==> src/rtl/nor_bus_pkg.sv <==
// Shared types and widths for the NOR flash bus sequencer.
package nor_bus_pkg;

  localparam int unsigned NOR_ADDR_W = 26;
  localparam int unsigned NOR_DATA_W = 16;
  localparam int unsigned NOR_TCNT_W = 8;

  typedef enum logic [2:0] {
    StIdle,
    StWaitRy,
    StSetup,
    StAccess,
    StHold,
    StAck
  } nor_state_e;

  // Counter load value for a timed state; 0 behaves as 1, anything above 255 saturates.
  function automatic logic [NOR_TCNT_W-1:0] tcnt_load(input int unsigned t);
    int unsigned c;
    c = (t == 0) ? 1 : ((t > 255) ? 255 : t);
    return NOR_TCNT_W'(c - 1);
  endfunction

endpackage

==> src/rtl/sync_2ff.sv <==
// Two-flop synchronizer for a single asynchronous level input.
module sync_2ff #(
  parameter logic ResetVal = 1'b0
) (
  input  logic clk_i,
  input  logic reset_i,
  input  logic d_i,
  output logic q_o
);

  logic meta_q;
  logic sync_q;

  always_ff @(posedge clk_i) begin
    if (reset_i) begin
      meta_q <= ResetVal;
      sync_q <= ResetVal;
    end else begin
      meta_q <= d_i;
      sync_q <= meta_q;
    end
  end

  assign q_o = sync_q;

endmodule

==> src/rtl/nor_bus_sequencer.sv <==
// Single-word Wishbone-to-NOR flash bus cycle sequencer with RY/BY# gating.
// Optional WAIT_RY timeout is built when NOR_RY_TIMEOUT_EN is defined.
module nor_bus_sequencer
  import nor_bus_pkg::*;
#(
  parameter int unsigned T_SETUP    = 2,
  parameter int unsigned T_ACCESS   = 6,
  parameter int unsigned T_HOLD     = 2,
  parameter int unsigned RY_TIMEOUT = 65535
) (
  input  logic                  clk_i,
  input  logic                  reset_i,
  input  logic                  wb_cyc_i,
  input  logic                  wb_stb_i,
  input  logic                  wb_we_i,
  input  logic [NOR_ADDR_W-1:0] wb_adr_i,
  input  logic [NOR_DATA_W-1:0] wb_dat_i,
  output logic [NOR_DATA_W-1:0] wb_dat_o,
  output logic                  wb_ack_o,
  output logic                  wb_err_o,
  input  logic                  nor_ry_i,
  input  logic [NOR_DATA_W-1:0] nor_data_i,
  output logic [NOR_ADDR_W-1:0] nor_addr_o,
  output logic [NOR_DATA_W-1:0] nor_data_o,
  output logic                  nor_data_oe,
  output logic                  nor_ce_o,
  output logic                  nor_oe_o,
  output logic                  nor_we_o,
  output logic                  busy_o
);

`ifdef NOR_RY_TIMEOUT_EN
  localparam bit TimeoutEn = 1'b1;
`else
  localparam bit TimeoutEn = 1'b0;
`endif

  localparam logic [NOR_TCNT_W-1:0] SetupLd  = tcnt_load(T_SETUP);
  localparam logic [NOR_TCNT_W-1:0] AccessLd = tcnt_load(T_ACCESS);
  localparam logic [NOR_TCNT_W-1:0] HoldLd   = tcnt_load(T_HOLD);
  localparam logic [NOR_TCNT_W-1:0] TcntOne  = 1;

  localparam int unsigned RyToClamp = (RY_TIMEOUT == 0) ? 1 :
                                      ((RY_TIMEOUT > 65535) ? 65535 : RY_TIMEOUT);
  localparam logic [15:0] TimeoutLd = 16'(RyToClamp - 1);

  logic ry_sync;

  sync_2ff #(
    .ResetVal(1'b0)
  ) u_ry_sync (
    .clk_i  (clk_i),
    .reset_i(reset_i),
    .d_i    (nor_ry_i),
    .q_o    (ry_sync)
  );

  nor_state_e                state_q, state_d;
  logic [NOR_TCNT_W-1:0]     cnt_q, cnt_d;
  logic [15:0]               to_q, to_d;
  logic                      abort_q, abort_d;
  logic                      we_q, we_d;
  logic [NOR_ADDR_W-1:0]     addr_q, addr_d;
  logic [NOR_DATA_W-1:0]     data_q, data_d;
  logic [NOR_DATA_W-1:0]     rdat_q, rdat_d;
  logic                      timeout_hit;

  logic ce_n_q, ce_n_d;
  logic oe_n_q, oe_n_d;
  logic we_n_q, we_n_d;
  logic doe_q, doe_d;
  logic busy_q, busy_d;
  logic ack_q, ack_d;
  logic err_q, err_d;
  logic active;

  always_ff @(posedge clk_i) begin
    if (reset_i) begin
      state_q <= StIdle;
      cnt_q   <= '0;
      to_q    <= '0;
      abort_q <= 1'b0;
      we_q    <= 1'b0;
      addr_q  <= '0;
      data_q  <= '0;
      rdat_q  <= '0;
      ce_n_q  <= 1'b1;
      oe_n_q  <= 1'b1;
      we_n_q  <= 1'b1;
      doe_q   <= 1'b0;
      busy_q  <= 1'b0;
      ack_q   <= 1'b0;
      err_q   <= 1'b0;
    end else begin
      state_q <= state_d;
      cnt_q   <= cnt_d;
      to_q    <= to_d;
      abort_q <= abort_d;
      we_q    <= we_d;
      addr_q  <= addr_d;
      data_q  <= data_d;
      rdat_q  <= rdat_d;
      ce_n_q  <= ce_n_d;
      oe_n_q  <= oe_n_d;
      we_n_q  <= we_n_d;
      doe_q   <= doe_d;
      busy_q  <= busy_d;
      ack_q   <= ack_d;
      err_q   <= err_d;
    end
  end

  always_comb begin
    state_d     = state_q;
    cnt_d       = cnt_q;
    to_d        = to_q;
    abort_d     = abort_q;
    we_d        = we_q;
    addr_d      = addr_q;
    data_d      = data_q;
    rdat_d      = rdat_q;
    timeout_hit = 1'b0;
    unique case (state_q)
      StIdle: begin
        if (wb_cyc_i && wb_stb_i) begin
          we_d    = wb_we_i;
          addr_d  = wb_adr_i;
          data_d  = wb_dat_i;
          abort_d = 1'b0;
          to_d    = '0;
          if (ry_sync) begin
            state_d = StSetup;
            cnt_d   = SetupLd;
          end else begin
            state_d = StWaitRy;
          end
        end
      end
      StWaitRy: begin
        if (!wb_cyc_i) begin
          state_d = StIdle;
        end else if (ry_sync) begin
          state_d = StSetup;
          cnt_d   = SetupLd;
        end else if (TimeoutEn && (to_q == TimeoutLd)) begin
          // Error ends the request through ACK without ever lowering CE#.
          state_d     = StAck;
          timeout_hit = 1'b1;
        end else if (TimeoutEn) begin
          to_d = to_q + 16'd1;
        end
      end
      StSetup: begin
        if (!wb_cyc_i) begin
          state_d = StHold;
          cnt_d   = HoldLd;
          abort_d = 1'b1;
        end else if (cnt_q == '0) begin
          state_d = StAccess;
          cnt_d   = AccessLd;
        end else begin
          cnt_d = cnt_q - TcntOne;
        end
      end
      StAccess: begin
        if (!wb_cyc_i) begin
          state_d = StHold;
          cnt_d   = HoldLd;
          abort_d = 1'b1;
        end else if (cnt_q == '0) begin
          state_d = StHold;
          cnt_d   = HoldLd;
          if (!we_q) rdat_d = nor_data_i;
        end else begin
          cnt_d = cnt_q - TcntOne;
        end
      end
      StHold: begin
        if (cnt_q == '0) begin
          state_d = abort_q ? StIdle : StAck;
        end else begin
          cnt_d = cnt_q - TcntOne;
        end
      end
      StAck: begin
        state_d = StIdle;
      end
      default: begin
        state_d = StIdle;
      end
    endcase
  end

  // Pin strobes are decoded from the next state and registered, so no wb_* input reaches a pin.
  always_comb begin
    active = (state_d == StSetup) || (state_d == StAccess) || (state_d == StHold);
    ce_n_d = ~active;
    oe_n_d = ~((state_d == StAccess) && !we_d);
    we_n_d = ~((state_d == StAccess) && we_d);
    doe_d  = active && we_d;
    busy_d = (state_d != StIdle);
    ack_d  = (state_d == StAck) && !timeout_hit;
    err_d  = timeout_hit;
  end

  assign wb_dat_o    = rdat_q;
  assign wb_ack_o    = ack_q;
  assign wb_err_o    = err_q;
  assign nor_addr_o  = addr_q;
  assign nor_data_o  = data_q;
  assign nor_data_oe = doe_q;
  assign nor_ce_o    = ce_n_q;
  assign nor_oe_o    = oe_n_q;
  assign nor_we_o    = we_n_q;
  assign busy_o      = busy_q;

endmodule

==> config.mk <==
export PLATFORM = sky130hd
export DESIGN_NAME = nor_bus_sequencer
export DESIGN_NICKNAME = d
export VERILOG_FILES = /design/src/rtl/nor_bus_pkg.sv /design/src/rtl/sync_2ff.sv /design/src/rtl/nor_bus_sequencer.sv
export SDC_FILE = /design/constraint.sdc
export NUM_CORES = 1
export LEC_CHECK = 0
export CAP_MARGIN = 20
export CORE_ASPECT_RATIO = 1.2
export CORE_MARGIN = 2
export CORE_UTILIZATION = 28
export CTS_CLUSTER_SIZE = 10
export DETAILED_ROUTE_END_ITERATION = 8
export GPL_ROUTABILITY_DRIVEN = 0
export PLACE_DENSITY = 0.69
export SETUP_SLACK_MARGIN = 0.5
export SLEW_MARGIN = 0
export SYNTH_ARGS = -nofsm -noshare
export SYNTH_HDL_FRONTEND = slang
export SYNTH_SLANG_ARGS = --single-unit
==> constraint.sdc <==
create_clock -name clk_i -period 2.5 [get_ports clk_i]
set_input_delay 0.5 -clock clk_i [delete_from_list [all_inputs] [get_ports clk_i]]
set_output_delay 0.5 -clock clk_i [all_outputs]
set_load 0.03 [all_outputs]
==> impl_metrics.tcl <==
set metrics [dict create \
    status "completed" \
    synthTopCellsByArea "dfxtp_1, nand2_1, a21oi_1" \
    report.final.slew_viol_count 0 \
    dieArea_um2 11690 \
    clock_sinks 79 \
    drt_pass1_iterations 4 \
    totalWireLength_mm 8.228 \
    die_h_um 118.1 \
    async_reset_ff_share_pct 0 \
    synth.avg_cell_area_um2 8.248 \
    drive_gt1_share_pct 8.097 \
    fin_total_pwr_uw 3108 \
    switching_share_pct 23.23 \
    drt_iter0_drc 88 \
    clkLatencyLatePin_ns 0.33 \
    viasPerCell 4.623 \
    rsz0062_at_grt "true" \
    min_to "u_ry_sync.q_o$_SDFF_PP0_" \
    combPwrFrac_pct 13.8 \
    ys_seq_area_share_pct 52.10 \
    power_leakage_uw 0.001693 \
    hp-start "u_ry_sync.meta_q$_SDFF_PP0_" \
    skew_ns 0.006504 \
    post-cts-setup-buffer-count 0 \
    nNetsFinal 555 \
    r2r_cells 5 \
    cts_hold_buf 0 \
    p_per_area_nw_per_um2 652.3 \
    ios 129 \
    finalCriticalPeriod_ns 1.966 \
    synthDistinctLibCells 45 \
    remaining_drc_errors 0 \
    die_width_um 99.05 \
    cp_max_fo 7 \
    cpPeakStageDelay_ns 0.62 \
    rows 41 \
    hold_class "reg2reg" \
    worst_pin_slew_ns 0.7720 \
    grt_pass1_vias 2695 \
    r2r_slack_ns 0.53 \
    syn2layout_area_growth_pct 56.97 \
    synth-seq-cells 79 \
    maxSlewHeadroom_pct 48.54 \
    clkTransAtPathRegs_ns 0.06 \
    ys_warn_count 0 \
    cts_max_level 3 \
    utilization_pct 45.31 \
    arrival_ns 2.17 \
    io_buffers 127 \
    fin_crit_sh_pct 78.63 \
    synth_top_area_cell "dfxtp_1" \
    syn_area_um2 3035 \
    wl_per_cell_um 13.21 \
    cts_buffers 9 \
    cp_cell_sequence "or4_4, a2111oi_4, a211oi_2, a2111oi_2, nand2_1" \
    synthFlopType "dfxtp_1" \
    slowest_stage "or4_4" \
    required_ns 2.71 \
    cts_tree "done" \
    min_delay_path_depth 1 \
    antennaDiodeCount 0 \
    p_int_uw 2386 \
    end_kind "flip-flop" \
    switchingPower_uw 721.8 \
    r2r-start "cnt_q[2]$_SDFFE_PP0P_" \
    fmaxAchievable_ghz 0.5087 \
    overflow 0 \
    core_um2 10520 \
    track_usage_pct 13.80 \
    num_vias 2880 \
    layout_setup_ws_ns 0.5343 \
    cts_root_buf "clkbuf_16" \
    setup_violations 0 \
    synthCells 368 \
    synth_top_area_share_pct 52.10 \
    antenna_found_initial 0 \
    path_class "reg2reg" \
    vdd_drop_max_mv 0.3123 \
    dp_hpwl_mm 5.869 \
    critPathLaunchType "flip-flop" \
    tns_ns 0 \
    grt_pass1_wl_mm 13.10 \
    initial_core_util_pct 28.86 \
    grt_max_degree 44 \
    dpl_worst_slack_ns 0.1480 \
    hold_viol 0 \
    seqPwrFrac_pct 43.0 \
    clockPowerShare_pct 43.2 \
    clockBufferDepth 2 \
    synth_edf_count 0 \
    rr_endpoint "nor_oe_o$_SDFF_PP1_" \
    maxCapViolCount 0 \
    synth_nets 434 \
    drtAntennaViolNets 0 \
]
[repair_timing]
item,CTS,global route
endpoints found under the setup margin,18,25
gates resized for setup,2,5
pin swaps,1,1
hold endpoints to repair,0,0
[cell usage in the layout (no fill, tap or decap), types with 3 or more instances in the layout]
cell type,netlist,layout
clkdlybuf4s50_1,0,126
nand2_1,120,120
dfxtp_1,79,78
a21oi_1,65,64
nor2_1,18,17
clkbuf_16,0,9
buf_4,2,6
nor3_1,5,5
o211ai_1,4,4
o21ai_0,4,4
xor2_1,4,4
inv_1,3,3
mux2i_1,3,3
a211oi_1,3,3
nor2b_1,3,3
clkbuf_1,18,3
[worst max path at each step]
stage	slack [ns]	from	to	depth (start not counted)
6_report	0.53	cnt_q[2]$_SDFFE_PP0P_	nor_oe_o$_SDFF_PP1_	5
5_1_grt	0.42	cnt_q[2]$_SDFFE_PP0P_	nor_oe_o$_SDFF_PP1_	5
4_1_cts	0.51	state_q[2]$_SDFF_PP0_	cnt_q[4]$_SDFFE_PP0P_	5
3_5_place_dp	0.15	wb_cyc_i	wb_dat_o[2]$_SDFFE_PP0P_	6
3_3_place_gp	0.22	wb_cyc_i	wb_dat_o[7]$_SDFFE_PP0P_	6
2_1_floorplan	0.59	cnt_q[2]$_SDFFE_PP0P_	nor_we_o$_SDFF_PP1_	6
[logic make-up (layout without fill, tap and decap cells)]
family / Yosys count / in the layout / synth area share, %
AND/OR/NAND/NOR: 165 / 165 / 23.78
AO/OA/AOI/OAI: 86 / 86 / 16.78
flip-flops: 79 / 79 / 52.10
buffers and inverters: 27 / 153 / 3.957
XOR/XNOR: 5 / 5 / 1.443
multiplexers: 3 / 3 / 0.9893
adder cells (fa/ha/maj): 2 / 2 / 0.8243
other: 1 / 1 / 0.1235
[synthesized netlist by cell type, types with 4 or more instances]
master	count
nand2_1	120
dfxtp_1	79
a21oi_1	65
clkbuf_1	18
nor2_1	18
nor3_1	5
o211ai_1	4
o21ai_0	4
xor2_1	4
[metrics by stage]
stage / cell area (µm²) / hold slack [ns] / std cells
2_1_floorplan: 3040 / 0.4138 / 368
3_3_place_gp: 4431 / 0.4202 / 607
3_5_place_dp: 4431 / 0.4371 / 607
4_1_cts: 4745 / 0.4504 / 623
5_1_grt: 4765 / 0.4756 / 623
6_report: 4765 / 0.4397 / 623
[power groups by stage]
stage               clock network [µW]  registers [µW]  logic, µW
finish                            1340            1340        429
global placement                     0            1360        422
global route                      1430            1340        461
floorplan                            0            1430        146
detailed placement                   0            1360        425
CTS                               1390            1340        429
[critical path, delay by kind of cell (launching register included)]
kind,cells,cell delay (ns)
compound gates,3,0.74
flops,1,0.40
simple gates,2,0.71
[flip-flops by register name (all words and copies together) (netlist names), 3 cells and up]
register / flops
nor_data_o: 16
cnt_q: 8
wb_dat_o: 16
state_q: 3
nor_addr_o: 26
[routing by layer]
layer | GRT usage [%] | wire [µm] | vias to the layer above
met3 | 2.910 | 439 | 16
met2 | 22.68 | 4082 | 86
met1 | 17.04 | 3516 | 1318
met4 | 6.592 | 189 | 0
li1 | - | - | 1460
met5 | 0 | 0 | -
[final cells by class]
class | instances | area (µm²)
Fill cell | 1040 | 5752
Sequential cell | 79 | 1583
Multi-Input combinational cell | 262 | 1371
Timing Repair Buffer | 134 | 1331
Clock buffer | 12 | 236.5
Tap cell | 129 | 161.4
Clock inverter | 4 | 70.07
Inverter | 3 | 11.26
Note: power is estimated with default switching activity, not from simulation.
